File: config.mk
export PLATFORM = sky130hd
export DESIGN_NAME = mem_access_unit
export DESIGN_NICKNAME = d
export VERILOG_FILES = /design/src/rtl/mips_mem_pkg.sv /design/src/rtl/mem_lane_mux.sv /design/src/rtl/mem_access_unit.sv
export SDC_FILE = /design/constraint.sdc
export NUM_CORES = 1
export LEC_CHECK = 0
export BUFFER_PORTS_ARGS = -buffer_cell sky130_fd_sc_hd__buf_2
export CORE_ASPECT_RATIO = 0.6
export CORE_UTILIZATION = 48
export CTS_BUF_LIST = sky130_fd_sc_hd__clkbuf_4 sky130_fd_sc_hd__clkbuf_8
export DETAILED_ROUTE_END_ITERATION = 16
export PLACE_DENSITY = 0.77
export SLEW_MARGIN = 0
export SYNTH_ARGS = -nofsm -noshare
export SYNTH_HDL_FRONTEND = slang
export SYNTH_SLANG_ARGS = --single-unit
File: constraint.sdc
create_clock -name clk -period 2.35 [get_ports clk]
set_clock_uncertainty 0.05 [all_clocks]
set_input_delay 0.235 -clock clk [delete_from_list [all_inputs] [get_ports clk]]
set_output_delay 0.235 -clock clk [all_outputs]
set_load 0.02 [all_outputs]
File: src/rtl/mips_mem_pkg.sv
// Shared definitions for the MEM-stage load/store initiator.
// Contents:
//   mem_op_e  - request opcode encoding (LW..SB)
//   state_e   - access FSM state encoding
//   byte_lsb  - LSB position of the addressed byte in a big-endian word
//   half_lsb  - LSB position of the addressed halfword in a big-endian word
//   is_load   - true for the five load opcodes
//   misaligned- alignment rule per opcode
package mips_mem_pkg;

  typedef enum logic [2:0] {
    OP_LW  = 3'd0,
    OP_LH  = 3'd1,
    OP_LHU = 3'd2,
    OP_LB  = 3'd3,
    OP_LBU = 3'd4,
    OP_SW  = 3'd5,
    OP_SH  = 3'd6,
    OP_SB  = 3'd7
  } mem_op_e;

  typedef enum logic [2:0] {
    ST_IDLE      = 3'd0,
    ST_RD_SETUP  = 3'd1,
    ST_RD_STROBE = 3'd2,
    ST_WR_SETUP  = 3'd3,
    ST_WR_STROBE = 3'd4,
    ST_RESP      = 3'd5
  } state_e;

  // Big-endian: byte offset 0 lives in bits [31:24], so offset o starts at 24-8o.
  function automatic logic [4:0] byte_lsb(input logic [1:0] off);
    return 5'(5'd24 - {off, 3'b000});
  endfunction

  function automatic logic [4:0] half_lsb(input logic [1:0] off);
    return off[1] ? 5'd0 : 5'd16;
  endfunction

  function automatic logic is_load(input mem_op_e op);
    return !(op inside {OP_SW, OP_SH, OP_SB});
  endfunction

  function automatic logic misaligned(input mem_op_e op, input logic [1:0] off);
    case (op)
      OP_LW, OP_SW:         return off != 2'b00;
      OP_LH, OP_LHU, OP_SH: return off[0];
      default:              return 1'b0;
    endcase
  endfunction

endpackage

File: src/rtl/mem_lane_mux.sv
// Combinational lane steering for the load/store unit.
// Ports:
//   op         in  request opcode
//   offset     in  byte offset within the word (addr[1:0])
//   word       in  word read from memory
//   wdata      in  store data (SH uses [15:0], SB uses [7:0])
//   load_data  out loaded value, sign- or zero-extended per opcode
//   merge_word out word with only the addressed lane(s) replaced by store data
module mem_lane_mux
  import mips_mem_pkg::*;
(
  input  mem_op_e     op,
  input  logic [1:0]  offset,
  input  logic [31:0] word,
  input  logic [31:0] wdata,
  output logic [31:0] load_data,
  output logic [31:0] merge_word
);

  logic [4:0]         b_lsb;
  logic [4:0]         h_lsb;
  logic signed [7:0]  byte_v;
  logic signed [15:0] half_v;

  always_comb begin
    b_lsb  = byte_lsb(offset);
    h_lsb  = half_lsb(offset);
    byte_v = word[b_lsb +: 8];
    half_v = word[h_lsb +: 16];

    case (op)
      OP_LH:   load_data = 32'(half_v);
      OP_LHU:  load_data = {16'h0000, half_v};
      OP_LB:   load_data = 32'(byte_v);
      OP_LBU:  load_data = {24'h000000, byte_v};
      default: load_data = word;
    endcase

    merge_word = word;
    case (op)
      OP_SW:   merge_word = wdata;
      OP_SH:   merge_word[h_lsb +: 16] = wdata[15:0];
      OP_SB:   merge_word[b_lsb +: 8]  = wdata[7:0];
      default: merge_word = word;
    endcase
  end

endmodule

File: src/rtl/mem_access_unit.sv
// MEM-stage load/store initiator for the pipelined MIPS core.
// Accepts one request at a time, drives the data-memory strobe interface and
// returns extended load data. Sub-word stores read-modify-write the aligned word.
// Ports:
//   clk, reset              clock; synchronous active-low reset
//   req_valid/req_ready     request handshake (req_ready low = MEM-stage stall)
//   req_op/addr/wdata       request opcode, byte address, store data
//   resp_valid/rdata/err    one-cycle completion pulse with data and error flag
//   data_address/write_data word-aligned memory address and write word
//   MemRead/MemWrite        one-cycle registered strobes (memory acts on rising edge)
//   read_data               word returned by memory (big-endian lanes)
module mem_access_unit
  import mips_mem_pkg::*;
#(
  parameter int MEM_BYTES = 32
) (
  input  logic        clk,
  input  logic        reset,
  input  logic        req_valid,
  output logic        req_ready,
  input  logic [2:0]  req_op,
  input  logic [31:0] req_addr,
  input  logic [31:0] req_wdata,
  output logic        resp_valid,
  output logic [31:0] resp_rdata,
  output logic        resp_err,
  output logic [31:0] data_address,
  output logic [31:0] write_data,
  output logic        MemRead,
  output logic        MemWrite,
  input  logic [31:0] read_data
);

  state_e      state, state_nxt;
  mem_op_e     req_op_e;
  mem_op_e     op_q;
  logic [1:0]  off_q;
  logic [31:0] wdata_q;

  logic        accept;
  logic        req_err;
  logic [31:0] req_word_addr;
  logic [31:0] lane_load;
  logic [31:0] lane_merge;

  logic        req_ready_nxt;
  logic        resp_valid_nxt;
  logic [31:0] resp_rdata_nxt;
  logic        resp_err_nxt;
  logic [31:0] data_address_nxt;
  logic [31:0] write_data_nxt;
  logic        mem_read_nxt;
  logic        mem_write_nxt;

  assign req_op_e      = mem_op_e'(req_op);
  assign req_word_addr = {req_addr[31:2], 2'b00};
  // Full 32-bit compare so high address bits flag an error instead of wrapping.
  assign req_err       = misaligned(req_op_e, req_addr[1:0]) ||
                         (req_word_addr > 32'(MEM_BYTES - 4));
  assign accept        = req_valid && req_ready;

  mem_lane_mux u_lane_mux (
    .op         (op_q),
    .offset     (off_q),
    .word       (read_data),
    .wdata      (wdata_q),
    .load_data  (lane_load),
    .merge_word (lane_merge)
  );

  // Next-state and next-output decode; every output is registered below.
  always_comb begin
    state_nxt        = state;
    data_address_nxt = data_address;
    write_data_nxt   = write_data;
    mem_read_nxt     = 1'b0;
    mem_write_nxt    = 1'b0;
    resp_valid_nxt   = 1'b0;
    resp_rdata_nxt   = resp_rdata;
    resp_err_nxt     = resp_err;

    case (state)
      ST_IDLE: begin
        if (accept) begin
          resp_rdata_nxt = '0;
          resp_err_nxt   = 1'b0;
          if (req_err) begin
            state_nxt      = ST_RESP;
            resp_valid_nxt = 1'b1;
            resp_err_nxt   = 1'b1;
          end else if (req_op_e == OP_SW) begin
            state_nxt        = ST_WR_SETUP;
            data_address_nxt = req_word_addr;
            write_data_nxt   = req_wdata;
          end else begin
            // Loads and sub-word stores both start with a read of the word.
            state_nxt        = ST_RD_SETUP;
            data_address_nxt = req_word_addr;
          end
        end
      end
      ST_RD_SETUP: begin
        state_nxt    = ST_RD_STROBE;
        mem_read_nxt = 1'b1;
      end
      ST_RD_STROBE: begin
        if (is_load(op_q)) begin
          state_nxt      = ST_RESP;
          resp_valid_nxt = 1'b1;
          resp_rdata_nxt = lane_load;
        end else begin
          state_nxt      = ST_WR_SETUP;
          write_data_nxt = lane_merge;
        end
      end
      ST_WR_SETUP: begin
        state_nxt     = ST_WR_STROBE;
        mem_write_nxt = 1'b1;
      end
      ST_WR_STROBE: begin
        state_nxt      = ST_RESP;
        resp_valid_nxt = 1'b1;
      end
      ST_RESP: begin
        state_nxt = ST_IDLE;
      end
      default: begin
        state_nxt = ST_IDLE;
      end
    endcase

    req_ready_nxt = (state_nxt == ST_IDLE);
  end

  always_ff @(posedge clk) begin
    if (!reset) state <= ST_IDLE;
    else        state <= state_nxt;
  end

  always_ff @(posedge clk) begin
    if (!reset) begin
      req_ready    <= 1'b1;
      resp_valid   <= 1'b0;
      resp_rdata   <= '0;
      resp_err     <= 1'b0;
      data_address <= '0;
      write_data   <= '0;
      MemRead      <= 1'b0;
      MemWrite     <= 1'b0;
    end else begin
      req_ready    <= req_ready_nxt;
      resp_valid   <= resp_valid_nxt;
      resp_rdata   <= resp_rdata_nxt;
      resp_err     <= resp_err_nxt;
      data_address <= data_address_nxt;
      write_data   <= write_data_nxt;
      MemRead      <= mem_read_nxt;
      MemWrite     <= mem_write_nxt;
    end
  end

  // Request capture; only meaningful while a request is in flight.
  always_ff @(posedge clk) begin
    if (accept) begin
      op_q    <= req_op_e;
      off_q   <= req_addr[1:0];
      wdata_q <= req_wdata;
    end
  end

endmodule

==> load_flow_metrics.sql <==
INSERT INTO impl_metrics (metric_group, metric, value, unit) VALUES
('status', 'run_status', 'finished clean', ''),
('cells_and_area', 'diodes', '0', ''),
('cells_and_area', 'fill_cells', '1121', ''),
('cells_and_area', 'area_delta_synth_final', '31.66', '%'),
('worst_setup_path', 'timing.critical_path.max_delay_family', 'flip-flops', ''),
('logic_synthesis', 'yosys_warnings', '0', ''),
('global_routing', 'grtUsageTotal', '31.60', '%'),
('logic_synthesis', 'synth_top_area_cell', 'dfxtp_1', ''),
('logic_synthesis', 'synth_cell_type_count', '67', ''),
('place', 'routabilityCongestion', '0.9903', ''),
('power_and_ir_drop', 'ir_worst_vdd', '0.3765', 'mV'),
('sta', 'post-route-min-period', '2.203', 'ns'),
('place', 'io_buf_count', '200', ''),
('global_routing', 'pin_count_of_the_biggest_net_entering_global_routing', '30', ''),
('worst_setup_path', 'critical_path_start_end_classification', 'flop to flop', ''),
('place', 'dp_worst_setup_slack', '0.1244', 'ns'),
('logic_synthesis', 'ys_top_cells_by_count', 'nand2_1, dfxtp_1, nor2_1', ''),
('clock_network', 'ctsRootBufferMaster', 'clkbuf_8', ''),
('drt', 'drt-wirelength-per-cell', '19.59', 'um'),
('logic_synthesis', 'synthMostInstantiatedCell', 'nand2_1', ''),
('power_and_ir_drop', 'cellPowerDensity', '795.3', 'mW/mm^2'),
('power_and_ir_drop', 'p_leak', '3.986', 'nW'),
('logic_synthesis', 'synthesis.area', '0.006809', 'mm^2'),
('floorplan', 'core', '0.01375', 'mm^2'),
('drt', 'detail-route-antenna-nets', '0', ''),
('worst_setup_path', 'critPathSlowestCell', 'edfxtp_1', ''),
('clock_network', 'inserted_clock_buffers', '17', ''),
('floorplan', 'io_pins', '203', ''),
('global_routing', 'vias_in_the_first_global_route', '6482', ''),
('worst_setup_path', 'cp-end-kind', 'flop', ''),
('floorplan', 'die_height', '94.26', 'um'),
('logic_synthesis', 'synth_sequential_area_ratio', '46.31', '%'),
('sta', 'fin_worst_setup_slack', '0.1474', 'ns'),
('place', 'dp_hpwl', '16570', 'um'),
('worst_setup_path', 'critical_path.startpoint_type', 'flop', ''),
('worst_setup_path', 'rr_startpoint', 'off_q[0]$_DFFE_PP_', ''),
('cells_and_area', 'final_core_utilization', '65.20', '%'),
('global_routing', 'number_of_antenna_violations_at_the_first_check_in_global_routing', '0', ''),
('worst_setup_path', 'path_buf_inv', '2', ''),
('drt', 'drt_first_iter_violations', '748', ''),
('clock_network', 'clkLatencyLatePin', '0.44', 'ns'),
('logic_synthesis', 'number_of_flops_mapped_to_enable_cells_by_yosys', '37', ''),
('floorplan', 'dieArea', '0.01468', 'mm^2'),
('cells_and_area', 'num-nets-final', '1064', ''),
('clock_network', 'clockBufferDepth', '2', ''),
('logic_synthesis', 'syn-instance-count', '711', ''),
('floorplan', 'floorplan.initialDensity', '49.52', '%'),
('cells_and_area', 'layout-drive-gt1-share', '31.44', '%'),
('logic_synthesis', 'post-synth-top-area-fraction', '29.99', '%'),
('worst_setup_path', 'worst-endpoint-required', '2.67', 'ns'),
('sta', 'finalMaxSlewViolations', '0', ''),
('sta', 'finalSetupViolations', '0', ''),
('logic_synthesis', 'yosys_most_used_dff', 'dfxtp_1', ''),
('drt', 'remaining_drc_errors', '0', ''),
('sta', 'max_freq', '0.4540', 'GHz'),
('worst_setup_path', 'cp.arrival', '2.52', 'ns'),
('clock_network', 'cts.htree.levels', '4', ''),
('worst_hold_path', 'timing.hold.worst.class', 'input port to flop', ''),
('worst_hold_path', 'min_from', 'read_data[19]', ''),
('sta', 'finalSetupTns', '0', 'ns'),
('drt', 'first_pass_iters', '6', ''),
('floorplan', 'placement_rows', '33', ''),
('global_routing', 'global_route_wire_length_before_repair', '35030', 'um'),
('logic_synthesis', 'avgSynthCellArea', '9.577', 'um^2'),
('logic_synthesis', 'ys_seq_elements', '139', ''),
('drt', 'post_drt_via_cell_ratio', '5.955', ''),
('sta', 'timing.slew.headroom', '55.23', '%'),
('floorplan', 'die_width', '155.8', 'um'),
('clock_network', 'clock-sinks', '139', ''),
('global_routing', 'globalRoute.totalOverflow', '0', ''),
('sta', 'worstMarginPinSlew', '0.6708', 'ns');
[layout by cell type (no fill, tap or decap), types with 4 or more instances in the layout]
master | netlist | layout
nor4_1 | 6 | 6
o21ai_0 | 31 | 31
nor3_1 | 32 | 31
o31ai_1 | 5 | 5
buf_4 | 9 | 38
clkbuf_8 | 0 | 22
nand3_1 | 6 | 6
a211o_1 | 8 | 8
a222oi_1 | 8 | 8
and2_1 | 29 | 28
a311oi_1 | 4 | 4
o22ai_1 | 11 | 11
mux2i_1 | 38 | 38
edfxtp_1 | 37 | 37
mux2_2 | 7 | 7
nand3b_1 | 4 | 4
a21oi_1 | 34 | 33
buf_2 | 13 | 200
nand2b_1 | 12 | 12
a31oi_1 | 8 | 8
dfxtp_1 | 102 | 102
a22oi_1 | 16 | 16
ha_1 | 5 | 5
a221oi_1 | 14 | 14
dlygate4sd3_1 | 0 | 40
o221ai_1 | 16 | 16
nand2_1 | 104 | 104
inv_1 | 7 | 7
nor2_1 | 46 | 45
a211oi_1 | 11 | 11
[cells by family after synthesis]
family / after synthesis / synth area share, %
simple gates: 269 / 20.82
compound gates: 189 / 20.29
flops: 139 / 46.31
buf+inv: 62 / 4.741
mux: 45 / 6.744
fa+ha+maj: 5 / 0.9188
other cells: 1 / 0.05507
xor+xnor: 1 / 0.1287
[tightest hold or removal path: stages]
cell	delay, ns
buf_2	0.13
nor2_1	0.05
o21ai_0	0.12
[path summary, 6_finish.rpt]
check / slack (ns) / cells after the start / endpoint
worst max-delay path: 0.15 / 7 / write_data[29]$_SDFFE_PN0P_
worst min-delay path: 0.07 / 3 / resp_rdata[19]$_SDFFE_PN0P_
worst max register to register: 0.15 / 7 / write_data[29]$_SDFFE_PN0P_
worst min register to register: 0.40 / 2 / resp_rdata[12]$_SDFFE_PN0P_
[area by class of cell]
type | count | area (um^2) | area share, %
Clock buffer | 23 | 310.3 | 3.461
Clock inverter | 9 | 132.6 | 1.479
Inverter | 7 | 26.28 | 0.2931
Multi-Input combinational cell | 511 | 3356 | 37.43
Sequential cell | 139 | 3153 | 35.17
Tap cell | 192 | 240.2 | 2.680
Timing Repair Buffer | 281 | 1747 | 19.48
[repair_timing]
action | CTS | global route
resized for setup | 0 | 1
hold buffers | 40 | 0
buffers inserted | 0 | 2
endpoints found under the setup margin | 0 | 8
endpoints found under the hold margin | 40 | 0
[power by group]
group          internal, mW  switching, mW
clock network          1.21          0.952
registers              2.72          0.175
logic                 0.779           1.29
[flip-flops by register name, summed over array words and instances, names as in the netlist]
register and cells:
write_data 32, req_ready 1, op_q 3, wdata_q 32
resp_valid 1, resp_err 1, data_address 30, resp_rdata 32
state 3, off_q 2, MemRead 1, MemWrite 1
[per-stage QoR]
step / cell area, um^2 / instances / power (mW)
floorplan: 6817 / 712 / 4.213
global placement: 8103 / 1088 / 4.867
detailed placement: 8103 / 1088 / 4.896
CTS: 8946 / 1160 / 7.087
global route: 8965 / 1162 / 7.415
finish: 8965 / 1162 / 7.130
[metal layers]
metal  wire length (um)  global-route usage, %
met5                  0                      0
met2               9867                  48.09
met1               9783                  43.57
met4                477                  10.29
met3               2633                  8.164
No activity file was read; power rests on OpenSTA's default activity.
